<file path="src/rtl/nibble_packer.sv">
// nibble_packer: assembles consecutive 4-bit nibbles into W-bit words and
// buffers finished words in a small first-word-fall-through FIFO.
//
// Handshake: a word moves downstream on a posedge where out_valid and
// out_ready are both 1. out_valid is 1 exactly when the FIFO holds a word.
// While out_valid is 1 and out_ready is 0, out_data holds its value.
// Upstream has no backpressure, so in_valid=1 always accepts in_data.
module nibble_packer #(
    parameter int NIBBLES_PER_WORD = 4,
    parameter int FIFO_DEPTH       = 4,
    parameter bit MSB_FIRST        = 1'b1,
    localparam int W  = 4 * NIBBLES_PER_WORD,
    localparam int CW = $clog2(NIBBLES_PER_WORD) + 1,
    localparam int LW = $clog2(FIFO_DEPTH) + 1
) (
    input  logic          clk,
    input  logic          rst,
    input  logic [3:0]    in_data,
    input  logic          in_valid,
    input  logic          flush,
    output logic [W-1:0]  out_data,
    output logic          out_valid,
    input  logic          out_ready,
    output logic [CW-1:0] nib_count,
    output logic [LW-1:0] fifo_level,
    output logic          overflow
);

    localparam int AW = $clog2(FIFO_DEPTH);

    logic [W-1:0]  asm_word;
    logic [W-1:0]  merged;
    logic [CW-1:0] count;
    logic [W-1:0]  mem [FIFO_DEPTH];
    logic [AW-1:0] wr_ptr;
    logic [AW-1:0] rd_ptr;
    logic [LW-1:0] level;
    logic          ovf;
    logic          complete;
    logic          do_push;
    logic          full;
    logic          pop;
    logic          write;

    // Assembly register with this cycle's nibble dropped into slot `count`.
    always_comb begin
        merged = asm_word;
        if (in_valid) begin
            for (int k = 0; k < NIBBLES_PER_WORD; k++) begin
                if (count == CW'(k)) begin
                    merged[(MSB_FIRST ? (W - 4 - 4 * k) : (4 * k)) +: 4] = in_data;
                end
            end
        end
    end

    // Push decision: a completed word, or a flush with something to send.
    // A flush on the completing nibble is the same single push.
    always_comb begin
        complete = in_valid && (count == CW'(NIBBLES_PER_WORD - 1));
        do_push  = complete || (flush && ((count != '0) || in_valid));
        full     = (level == LW'(FIFO_DEPTH));
        pop      = (level != '0) && out_ready;
        // When full, the word fits only if the head leaves on the same edge.
        write    = do_push && (!full || pop);
    end

    // Assembly register and nibble counter; any push restarts at slot 0.
    always_ff @(posedge clk) begin
        if (!rst) begin
            asm_word <= '0;
            count    <= '0;
        end else if (do_push) begin
            asm_word <= '0;
            count    <= '0;
        end else if (in_valid) begin
            asm_word <= merged;
            count    <= count + CW'(1);
        end
    end

    // FIFO storage; contents are don't-care until written, pointers gate reads.
    always_ff @(posedge clk) begin
        if (write) begin
            mem[wr_ptr] <= merged;
        end
    end

    // FIFO pointers and occupancy; pointers wrap naturally at FIFO_DEPTH.
    always_ff @(posedge clk) begin
        if (!rst) begin
            wr_ptr <= '0;
            rd_ptr <= '0;
            level  <= '0;
        end else begin
            if (write) wr_ptr <= wr_ptr + AW'(1);
            if (pop)   rd_ptr <= rd_ptr + AW'(1);
            case ({write, pop})
                2'b10:   level <= level + LW'(1);
                2'b01:   level <= level - LW'(1);
                default: level <= level;
            endcase
        end
    end

    // Sticky overflow: a word was dropped because nothing could make room.
    always_ff @(posedge clk) begin
        if (!rst) begin
            ovf <= 1'b0;
        end else if (do_push && !write) begin
            ovf <= 1'b1;
        end
    end

    // Head of FIFO drives the output directly; zero while empty.
    always_comb begin
        out_valid  = (level != '0);
        out_data   = out_valid ? mem[rd_ptr] : '0;
        nib_count  = count;
        fifo_level = level;
        overflow   = ovf;
    end

endmodule

</file>
<file path="config.mk">
export PLATFORM = sky130hd
export DESIGN_NAME = nibble_packer
export DESIGN_NICKNAME = d
export VERILOG_FILES = /design/src/rtl/nibble_packer.sv
export SDC_FILE = /design/constraint.sdc
export NUM_CORES = 1
export LEC_CHECK = 0
export ABC_AREA = 0
export CORE_UTILIZATION = 51
export DETAILED_ROUTE_END_ITERATION = 12
export GPL_TIMING_DRIVEN = 0
export MAX_ROUTING_LAYER = met4
export PLACE_DENSITY = 0.74
export SKIP_LAST_GASP = 1
export SYNTH_ARGS = -nofsm -noshare
export SYNTH_HDL_FRONTEND = slang
export SYNTH_SLANG_ARGS = --single-unit
export TNS_END_PERCENT = 1
</file>
<file path="constraint.sdc">
create_clock -name clk -period 2.3 [get_ports clk]
set_clock_uncertainty 0.05 [all_clocks]
set_input_delay 0.46 -clock clk [delete_from_list [all_inputs] [get_ports clk]]
set_output_delay 0.46 -clock clk [all_outputs]
set_load 0.005 [all_outputs]
</file>
==> metrics.txt <==
status finished with violations; failing checks negative setup slack; Synthesis Warnings 0; detailed placer's ending HPWL 4.18 mm; vias in the first global route 1,928; Post-DP Area around 4300 µm²; Max VDD drop 0.401 mV; Worst Hold Launch in_valid; Worst Path Required between 1.5 and 2 ns; # nets final 314; Final Max Tran Viols 0; family with the most delay on the worst path buffers and inverters; global routing's busiest layer met2; GR Util met2 0.310; top cells by area, synth edfxtp_1 50%, dfxtp_1 15%, mux4_2 9.3%; Critical Path Slowest Stage Cell mux4_2; met1 GRT Util 0.255; dpl cells 369; depth of the most critical reg-to-reg path 11; Layout Cells excl Fill 399; clk root buf clkbuf_8; Row Count 31; Vias/cell 5.21; IO Pins 33; Avg Synthesized Cell Area 16.1 µm²; Hold/Removal Path Class in -> reg; crit share post-route 1.09; crit path DAT 1.99 ns; Comb pwr share 0.326; CP Max Fanout 6; Critical R2R Capture fifo_level[2]$_SDFFE_PN0P_; crit path buf inv count 4; area leader, netlist edfxtp_1; slowest stage delay, CP 0.47 ns; WS Path Type reg -> out; max cap viols 0; slack of the critical path -0.200 ns; Syn-to-layout area delta 21.7%; CTS tree done; met3 Track Usage GR 0.0360; WHS Path Cells 2; Pre-antenna DRT Iters 4; first-pass GRT wire length 10.4 mm; #FFs+latches synth 93; Worst setup SP type flop; Routed wire per std cell ~17 µm; GPL Wtd Cong 0.756; DR DRC count 0; DR iter-0 viols 117; GRT Resource Usage Total 0.196; clk buf depth 2; Post-Syn Instances between 200 and 250; gr ovfl total 0; Yosys top cell area share 0.499; via count just over 2,000; Post-synth EDFFs 64; Netlist cell types 32; WHS Endpoint nib_count[2]$_SDFFE_PP0P_; Clk pin slew, worst setup/hold paths around 0.090 ns; r2r startpoint nib_count[0]$_SDFFE_PP0P_; Min Hold Slack 0.286 ns; Core Box Area 7290 µm²; cts bufs inserted 9; Slew @ Worst Pin 0.503 ns; htree depth 3; Sw Pwr 1.23 mW; Routed WL ~6.9 mm; Die Ht 88.9 µm; CTS sink count 93; Seq/Total Area, Yosys 0.649; power per standard cell area between 1000 and 1500 nW/µm²; Syn Nets 259; Static Leakage 1.81 nW; Int Pwr around 3.5 mW; predominant post-synthesis flop cell edfxtp_1; Max Clk Rate 400 MHz; initial antenna violation count 0; overall power 4.74 mW; max_slew headroom 0.665; layout cells sized above 1 0.297; Sequential Power Share 0.418; Net Sw Frac 0.260; largest net degree at the start of global routing 17; asr flop ratio synth 0; PortBufs 30; clock share of power 0.256; die width 88.9 µm; Design Area, Final between 4000 and 5000 µm²; Clock Latency Late Sink 0.35 ns; Setup crit end kind output port; clock period minus worst slack 2.50 ns; Initial Util 0.529; # setup viols final 17; final hold violation count 0; Cell Chain, Critical Path buf_8 > buf_16 > buf_4 > mux4_2 > and2_1 > dlygate4sd2_1; ANT nets after route 0; synthesized area 3850 µm²; antenna cells 0; R2R Setup Slk -0.10 ns; RSZ-0062 raised after global routing true; Die Area 7910 µm²
cell usage in the layout (no fill, tap or decap), drive strengths merged, types with 3 or more instances in the layout:
master and instances:
xnor2 4, inv 9, a21oi 3, nor2b 15, dfxtp 29, mux4 16
mux2i 5, nand2 9, nand3 4, nor2 5, dlygate4sd2 14, mux2 18
clkbuf 12, and3 4, ha 9, buf 23, edfxtp 64, and2 24
clkdlybuf4s50 14
how the worst max path moves through the flow:
stage | from | end | slack (ns) | cells after the start
floorplan | nib_count[0]$_SDFFE_PP0P_ | fifo_level[2]$_SDFFE_PN0P_ | 0.03 | 11
CTS | flop | out_data[15] | -0.23 | 5
detailed placement | flush | mem[1][13]$_DFFE_PP_ | -0.31 | 4
finish | flop | out_data[7] | -0.20 | 6
global placement | flush | mem[1][13]$_DFFE_PP_ | -0.32 | 4
global route | nib_count[0]$_SDFFE_PP0P_ | fifo_level[2]$_SDFFE_PN0P_ | -0.29 | 11
metrics by stage:
step           setup slack (ns)   util  TNS (ns)
2_1_floorplan            0.0273      -         0
3_3_place_gp             -0.321  0.587    -21.83
3_5_place_dp             -0.314  0.587    -21.61
4_1_cts                  -0.231  0.640    -12.62
5_1_grt                  -0.287  0.643     -7.10
6_report                 -0.200  0.643     -2.06
sequential cells by signal, summed over array words and instances, names as in the netlist, named ones only:
signal      cells
asm_word       16
fifo_level      3
mem            64
nib_count       3
overflow        1
rd_ptr          2
wr_ptr          2
per-layer routing:
metal / wire length [µm] / up-vias
li1: - / 990
met1: 3080 / 1027
met2: 3440 / 50
met3: 211 / 10
met4: 123 / 0
met5: 0 / -
final cells by class:
class,count,area [µm²]
sequential,93,2510
tap,99,124
multi-input combinational,129,1260
timing repair buffer,45,432
inverter,7,26.3
fill,577,2600
clock inverter,6,92.6
buffer,10,106
clock buffer,10,138
power groups by stage:
stage	registers (mW)	clock network, mW	logic, mW
after global routing	2.00	1.29	1.68
after global placement	2.00	0	1.31
final	1.98	1.21	1.55
after detailed placement	2.01	0	1.32
after CTS	1.98	1.23	1.54
after floorplan	1.99	0	0.791
cell usage after synthesis, drive strengths merged, types with 5 or more instances:
cell / n
mux2i: 5
buf: 8
and2: 24
dfxtp: 29
mux4: 16
edfxtp: 64
inv: 7
nor2b: 15
nand2: 9
ha: 9
nor2: 5
mux2: 18
cells by family (layout without fill, tap and decap cells):
group	Yosys count	in the layout	synth area share
compound gates	5	5	0.00811
fa+ha+maj	10	10	0.0344
flops	93	93	0.649
mux	39	39	0.161
buf+inv	18	78	0.0263
xor+xnor	4	4	0.00909
simple gates	71	71	0.112
timing repair:
item	4_1_cts	5_1_grt
hold buffers	0	0
resized for setup	36	5
buffers inserted	12	2
cloned	1	0
pin swaps	0	0
endpoints found under the setup margin	83	83
Power figures use the tool's default switching activity.
